## src/rtl/uart_cmd_parser.sv

```systemverilog
// rtl/uart_cmd_parser.sv - hex command parser for a UART byte stream with optional echo path
// Collects up to DIGITS hex characters, commits them on CR, flags malformed commands.
// Define UART_CMD_ECHO_EN to compile in the echo FIFO that feeds received bytes back to the UART.
module uart_cmd_parser #(
  parameter int DIGITS     = 4,
  parameter int ECHO_DEPTH = 4
) (
  input  logic                CLOCK_100,
  input  logic                reset,
  input  logic [7:0]          rx_data,
  input  logic                rx_valid,
  output logic [4*DIGITS-1:0] cmd_value,
  output logic                cmd_valid,
  output logic                cmd_error,
  output logic [7:0]          tx_data,
  output logic                tx_send,
  input  logic                tx_busy,
  output logic                echo_ovf
);

  localparam int VW   = 4 * DIGITS;
  localparam int CNTW = $clog2(DIGITS + 1);
  localparam logic [CNTW-1:0] DIGITS_C = CNTW'(DIGITS);
  localparam logic [7:0] CH_CR = 8'h0D;
  localparam logic [7:0] CH_LF = 8'h0A;
  localparam logic [7:0] CH_SP = 8'h20;

  typedef enum logic [1:0] {
    ST_IDLE,
    ST_DIGITS,
    ST_ERROR
  } state_t;

  state_t          state_q;
  logic [VW-1:0]   acc_q;
  logic [VW-1:0]   cmd_value_q;
  logic [CNTW-1:0] count_q;
  logic            cmd_valid_q;
  logic            cmd_error_q;

  logic            is_hex;
  logic            is_cr;
  logic            is_skip;
  logic [3:0]      nibble;

  // Classify the received byte; letters map to 10-15 through their low nibble plus 9
  always_comb begin
    is_hex  = 1'b0;
    nibble  = 4'h0;
    is_cr   = (rx_data == CH_CR);
    is_skip = (rx_data == CH_LF) || (rx_data == CH_SP);
    if (rx_data >= 8'h30 && rx_data <= 8'h39) begin
      is_hex = 1'b1;
      nibble = rx_data[3:0];
    end else if ((rx_data >= 8'h41 && rx_data <= 8'h46) ||
                 (rx_data >= 8'h61 && rx_data <= 8'h66)) begin
      is_hex = 1'b1;
      nibble = rx_data[3:0] + 4'd9;
    end
  end

  // Parser FSM: accumulate digits, commit on CR, swallow everything after a bad byte until CR
  always_ff @(posedge CLOCK_100) begin
    if (reset) begin
      state_q     <= ST_IDLE;
      acc_q       <= '0;
      count_q     <= '0;
      cmd_value_q <= '0;
      cmd_valid_q <= 1'b0;
      cmd_error_q <= 1'b0;
    end else begin
      cmd_valid_q <= 1'b0;
      cmd_error_q <= 1'b0;
      if (rx_valid && !is_skip) begin
        case (state_q)
          ST_IDLE: begin
            if (is_hex) begin
              acc_q   <= VW'(nibble);
              count_q <= CNTW'(1);
              state_q <= ST_DIGITS;
            end else if (!is_cr) begin
              state_q <= ST_ERROR;
            end
          end
          ST_DIGITS: begin
            if (is_hex) begin
              if (count_q < DIGITS_C) begin
                acc_q   <= (acc_q << 4) | VW'(nibble);
                count_q <= count_q + CNTW'(1);
              end else begin
                state_q <= ST_ERROR;
              end
            end else if (is_cr) begin
              cmd_value_q <= acc_q;
              cmd_valid_q <= 1'b1;
              state_q     <= ST_IDLE;
            end else begin
              state_q <= ST_ERROR;
            end
          end
          ST_ERROR: begin
            if (is_cr) begin
              cmd_error_q <= 1'b1;
              state_q     <= ST_IDLE;
            end
          end
          default: state_q <= ST_IDLE;
        endcase
      end
    end
  end

  assign cmd_value = cmd_value_q;
  assign cmd_valid = cmd_valid_q;
  assign cmd_error = cmd_error_q;

`ifdef UART_CMD_ECHO_EN
  localparam int PW = (ECHO_DEPTH > 1) ? $clog2(ECHO_DEPTH) : 1;
  localparam logic [PW:0] DEPTH_C = (PW+1)'(ECHO_DEPTH);

  logic [7:0]    mem_q [ECHO_DEPTH];
  logic [PW-1:0] wr_ptr_q;
  logic [PW-1:0] rd_ptr_q;
  logic [PW:0]   fill_q;
  logic [7:0]    tx_data_q;
  logic          tx_send_q;
  logic          sent_d1_q;
  logic          guard_q;
  logic          echo_ovf_q;

  logic          full;
  logic          pop;
  logic          push;

  // Pop only toward an idle UART with no send outstanding; a pop frees room for a push when full
  always_comb begin
    full = (fill_q == DEPTH_C);
    pop  = (fill_q != '0) && !tx_busy && !guard_q;
    push = rx_valid && (!full || pop);
  end

  // Echo storage; occupancy lives in the pointers so the array itself needs no reset
  always_ff @(posedge CLOCK_100) begin
    if (push) begin
      mem_q[wr_ptr_q] <= rx_data;
    end
  end

  // Echo control: pointers, send strobe, busy guard and sticky overflow flag
  always_ff @(posedge CLOCK_100) begin
    if (reset) begin
      wr_ptr_q   <= '0;
      rd_ptr_q   <= '0;
      fill_q     <= '0;
      tx_data_q  <= 8'h00;
      tx_send_q  <= 1'b0;
      sent_d1_q  <= 1'b0;
      guard_q    <= 1'b0;
      echo_ovf_q <= 1'b0;
    end else begin
      tx_send_q <= pop;
      sent_d1_q <= tx_send_q;
      if (pop) begin
        tx_data_q <= mem_q[rd_ptr_q];
        rd_ptr_q  <= rd_ptr_q + PW'(1);
        guard_q   <= 1'b1;
      end else if (guard_q && !tx_send_q && !sent_d1_q && !tx_busy) begin
        // the UART needs a cycle to raise tx_busy, so busy=0 right after a send is not trusted
        guard_q <= 1'b0;
      end
      if (push) begin
        wr_ptr_q <= wr_ptr_q + PW'(1);
      end
      if (rx_valid && full && !pop) begin
        echo_ovf_q <= 1'b1;
      end
      case ({push, pop})
        2'b10:   fill_q <= fill_q + (PW+1)'(1);
        2'b01:   fill_q <= fill_q - (PW+1)'(1);
        default: fill_q <= fill_q;
      endcase
    end
  end

  assign tx_data  = tx_data_q;
  assign tx_send  = tx_send_q;
  assign echo_ovf = echo_ovf_q;
`else
  logic        unused_tx_busy;
  logic [31:0] unused_echo_depth;

  assign unused_tx_busy    = tx_busy;
  assign unused_echo_depth = ECHO_DEPTH;

  assign tx_data  = 8'h00;
  assign tx_send  = 1'b0;
  assign echo_ovf = 1'b0;
`endif

endmodule

```

## config.mk

```make
export PLATFORM = sky130hd
export DESIGN_NAME = uart_cmd_parser
export DESIGN_NICKNAME = d
export VERILOG_FILES = /design/src/rtl/uart_cmd_parser.sv
export SDC_FILE = /design/constraint.sdc
export NUM_CORES = 1
export LEC_CHECK = 0
export ABC_AREA = 1
export ABC_CLOCK_PERIOD_IN_PS = 2100
export CAP_MARGIN = 10
export CORE_ASPECT_RATIO = 2
export CORE_UTILIZATION = 51
export DETAILED_ROUTE_END_ITERATION = 12
export PLACE_DENSITY_LB_ADDON = 0.15
export SYNTH_ARGS = -nofsm -noshare
export SYNTH_HDL_FRONTEND = slang
export SYNTH_SLANG_ARGS = --single-unit
```

## constraint.sdc

```tcl
create_clock -name CLOCK_100 -period 2.1 [get_ports CLOCK_100]
set_input_delay 0.42 -clock CLOCK_100 [delete_from_list [all_inputs] [get_ports CLOCK_100]]
set_output_delay 0.42 -clock CLOCK_100 [all_outputs]
set_load 0.05 [all_outputs]
```

======== Yosys cells after proc, flatten, opt, wreduce, memory -nomap -nowiden ========
Cells that the tools add are included.
word-level totals
  register bits ........................... 39
  input port bits ......................... 12
  output and inout bits ................... 28
cells by class
  add/subtract/negate cells ............... 2
  magnitude comparators ................... 7
  eq/ne operators ......................... 11
  multiplexer cells ....................... 20
  bitwise logic cells ..................... 5
  reductions and logical operators ........ 14
operators by type and width
  cell                                                                              number
  16-bit two-way mux                                                                3
  16-bit case mux with 2 select lines                                               1
  8-bit by 4-bit equality test with 1-bit output, second input constant             2
  8-bit by 7-bit >= comparator with 1-bit output, second input constant             2
  8-bit by 7-bit less-or-equal comparator with 1-bit output, second input constant  2
  16-bit by 4-bit bitwise OR with 16-bit output                                     1
  2-bit two-way mux                                                                 6
  3-bit two-way mux                                                                 3
  8-bit by 6-bit equality test with 1-bit output, second input constant             1
  8-bit by 6-bit >= comparator with 1-bit output, second input constant             1
  8-bit by 6-bit less-or-equal comparator with 1-bit output, second input constant  1
  4-bit two-way mux                                                                 2
  2-bit inequality test, second input constant                                      4
  4-bit AND reduction                                                               2
  3-bit inequality test, second input constant                                      2
  2-bit case mux with 3 select lines                                                1
  3-bit case mux with 2 select lines                                                1
  5-bit AND reduction                                                               1
  4-bit adder, second input constant                                                1
  1-bit logical AND                                                                 4
  1-bit NOT                                                                         4
  4-bit OR reduction                                                                1
  3-bit by 1-bit adder with 3-bit output, second input constant                     1
  3-bit < comparator, second input constant                                         1
  8 further kinds                                                                   11

======== Longest topological paths before layout ========
  word-level depth ........................ 9
  mapped depth ............................ 11
  depth with buffers taken out ............ 11

======== Least setup slack after synthesis ========
Ideal clock, no wire load.
  kind .................................... in2reg
  start point ............................. input rx_data[0]
  end point ............................... register count_q[0]
  setup time .............................. 0.116 ns
  arrival time ............................ 1.517 ns
  path slack .............................. 0.467 ns
  stages .................................. 11
  path buffers ............................ 1
  path through ............................ inv_1 -> ha_1 -> nand2_2 -> nor2_1 -> nand2_2 -> nand3_4 -> inv_2 -> nand3_4 -> buf_4 -> nor2_1 -> nor2_1
between the ends
  longest elaborated chain between the ends .. 7
RTL lines
  what                                                                    RTL line  source
  from (decl)                                                             10        input logic [7:0] rx_data,
  8-bit by 7-bit >= comparator with 1-bit output (tied with other cells)  55        end else if ((rx_data >= 8'h41 && rx_data <= 8'h46) ||
  1-bit logical AND, on equally long branches                             55, 56
  1-bit logical OR                                                        55
  1-bit two-way mux                                                       55
  1-bit two-way mux                                                       52        if (rx_data >= 8'h30 && rx_data <= 8'h39) begin
  2-bit inequality test (no source line)                                  n/a
  5-bit AND reduction (no source line) *                                  n/a
  to (signal assigned)                                                    89        count_q <= count_q + CNTW'(1);
  to (decl)                                                               37        logic [CNTW-1:0] count_q;
Every way passes the cells marked *; elsewhere a longest branch is shown, timed or not.
A chain may end at the register's enable or synchronous reset.

======== Final worst setup path ========
  start point ............................. input rx_data[0]
  end point ............................... register acc_q[11]
between the ends
  longest elaborated chain between the ends .. 7
RTL lines
  what                                                                    RTL line  source
  8-bit by 7-bit >= comparator with 1-bit output (tied with other cells)  55
  1-bit logical AND, on equally long branches                             55, 56
  1-bit logical OR                                                        55
  1-bit two-way mux                                                       55
  1-bit two-way mux                                                       52
  2-bit inequality test (no source line)                                  n/a
  5-bit AND reduction (no source line) *                                  n/a
  to (signal assigned)                                                    78        acc_q <= VW'(nibble);
  to (signal assigned)                                                    88        acc_q <= (acc_q << 4) | VW'(nibble);
  to (decl)                                                               35        logic [VW-1:0] acc_q;
Marked as above.

==> impl_results.md <==
* Grt total ovfl at 0
* Critical Path End Type: flip-flop
* Post-Synthesis Cell Area at 1956 µm²
* WL per Instance at approximately 11 µm
* Fin Clk Skew at 0.006773 ns
* Hold EP: cmd_value[14]
* Yosys cell types at 25
* Post-Route WL at 3.906 mm
* CTS sink count at 39
* R2R setup slack at 0.64 ns
* Diodes inserted at 0
* Power Density at 586.9 nW/µm²
* Worst Hold Class: flip-flop to flip-flop
* Post-cts gate resize count at 0
* Mapped Avg Cell Area at slightly above 7 µm²
* H-tree Lvls at 2
* Area growth from synthesis to layout at 25.40%
* Share of layout cells above drive strength 1 at approximately 16%
* Vias per cell at 4.827
* GRT Overall Usage at 21.55%
* Lkg Pwr at 0.0009324 µW
* Layout net count at roughly 330
* Setup WS pre-CTS at -0.2057 ns
* Initial core utilization at 53.64%
* Final Core Density at 67.26%
* Worst EP required at 2.32 ns
* Post-CTS Setup Bufs at 0
* TritonCTS Buffers at 5
* Worst min-delay path startpoint: acc_q[14]
* Commonest non-fill, non-tap cell in the layout: nand2_1
* Max frequency at 510.5 MHz
* Global-route wire length before repair at between 6 and 7 mm
* Kind of critical path: input port to flip-flop
* Min-Delay Path Depth at 2
* Core area at 3646 µm²
* RePlAce Congestion at between 0.7 and 0.8
* RSZ-0062 raised after global routing: no
* Area of the die at 4101 µm²
* DPL Wire Length at 2.979 mm
* Outcome: finished, final reports clean
* Vias in the first global route at 1,568
* 1st-iter DRT viols at 36
* YS warnings at 0
* Routed vias at ~1,800
* Worst R2R Path Depth at 5
* Pin count of the biggest net entering global routing at 20
* Die Y-Extent at ~90 µm
* Slew Viols, Final at 0
* Post-route setup slack at between 0.1 and 0.15 ns
* Nature of the critical path startpoint: input port
* Cts hold-fix bufs at 0
* Register area share after synthesis at 39.92%
* Clock latency on the worst-skew pair at 0.29 ns
* Peak fanout along the critical path at 19
* Minimum hold slack at 0.4527 ns
* Clk pin slew, worst setup/hold paths at 0.08 ns
* Antenna-violating nets left at 0
* Final TNS setup at 0 ns
* Synth Instances at 270
* IO buf count at 28
* Initial antenna violation count at 0
* Final hold violation count at 0
* TritonRoute pass-1 iters at 5
* Fin crit share at 93.27%
* CTS Root Cell: clkbuf_8
* Post-synthesis register bit count at 39
* Max cap viols at 0
* CTS max path bufs at 2
* Worst r2r src: count_q[2]
* Reg2reg end: acc_q[11]
* Maximum VDD drop at 402.8 µV
* Row Count at 31
* Drc violations at 0
* Ports at 40
* Crit path time final at 1.959 ns
* Most frequent cells in the layout: nand2_1 (78), dfxtp_1 (39), nor2_1 (34), a21oi_1 (33), clkdlybuf4s50_1 (28)
* Total power at 1439 µW
* DIE WIDTH at 45.79 µm
* CTS tree: yes
* Final setup fails at 0
* Worst EP arrival at 2.18 ns
==> state kept, by name, indices dropped and copies added (netlist names) <==
register,count
count_q,3
cmd_value,16
state_q,2
cmd_valid,1
cmd_error,1
acc_q,16
==> area by class of cell <==
type,instances,area (µm²)
fill,365,1194
multi-input combinational,196,983.4
sequential,39,780.7
timing repair buffer,47,447.9
inverter,25,93.84
clock buffer,6,72.57
tap,49,61.31
clock inverter,2,12.51
==> critical path, cell delays in order <==
cell	delay (ns)
clkdlybuf4s50_1	0.50
inv_1	0.09
ha_1	0.23
nand2_2	0.08
nor2_1	0.05
nand2_2	0.07
nand3_4	0.10
buf_4	0.17
nor2_8	0.23
nand2_1	0.08
a21oi_1	0.15
==> cell families (layout without fill, tap and decap cells) <==
logic type	count (synthesis)	in the layout	synth area share [%]
and+or+nand+nor	140	140	34.42
buffers and inverters	44	80	11.52
AOI/OAI and AO/OA	40	40	10.30
DFF	39	39	39.92
adders and majority gates	5	5	3.199
other	1	10	0.1918
xor gates and xnor gates	1	1	0.4479
==> routing by layer <==
layer | track usage, % | part of all wire (%) | vias up
met3 | 4.400 | 2.3 | 6
met2 | 42.08 | 59 | 39
met4 | 11.50 | 2.5 | 0
met5 | 0 | 0 | -
met1 | 19.07 | 36 | 798
li1 | - | - | 914
==> stage by stage <==
step           cells  area, µm²
6_report         364       2452
5_1_grt          364       2452
4_1_cts          364       2452
3_5_place_dp     356       2367
3_3_place_gp     356       2367
2_1_floorplan    279       1989
==> how the worst max path moves through the flow <==
stage	startpoint	endpoint	cells past startpoint
after floorplan	rx_data[0]	count_q[0]	11
after global placement	rx_data[0]	acc_q[6]	11
after detailed placement	rx_data[0]	acc_q[11]	11
after CTS	rx_data[0]	acc_q[11]	11
after global routing	rx_data[0]	acc_q[12]	11
final	rx_data[0]	acc_q[11]	11
==> report_power, final <==
group	total, µW	internal, µW	switching, µW
logic	199	64.1	134
clock network	488	232	257
registers	752	746	6.56
total	1440	1040	398
==> cells in the mapped netlist <==
cell / count / area (µm²)
buf_4: 12 / 90.09
nand2_4: 2 / 22.52
nand3_2: 3 / 30.03
nor3_4: 1 / 16.27
a21oi_1: 33 / 165.2
clkbuf_1: 5 / 18.77
o22ai_1: 1 / 6.260
o21ai_0: 6 / 30.03
ha_1: 5 / 62.56
nand4_1: 1 / 6.260
nand2_2: 4 / 25.02
nand3b_1: 1 / 7.510
nor3_1: 2 / 10.01
nor2_4: 2 / 22.52
nor2_1: 34 / 127.6
nor2_8: 1 / 20.02
inv_1: 18 / 67.56
conb_1: 1 / 3.750
xnor2_1: 1 / 8.760
dfxtp_1: 39 / 780.8
nand3_1: 8 / 40.04
nand3_4: 3 / 52.55
buf_6: 2 / 22.52
nand2_1: 78 / 292.8
inv_2: 7 / 26.28
(Power assumes the default switching activity.)
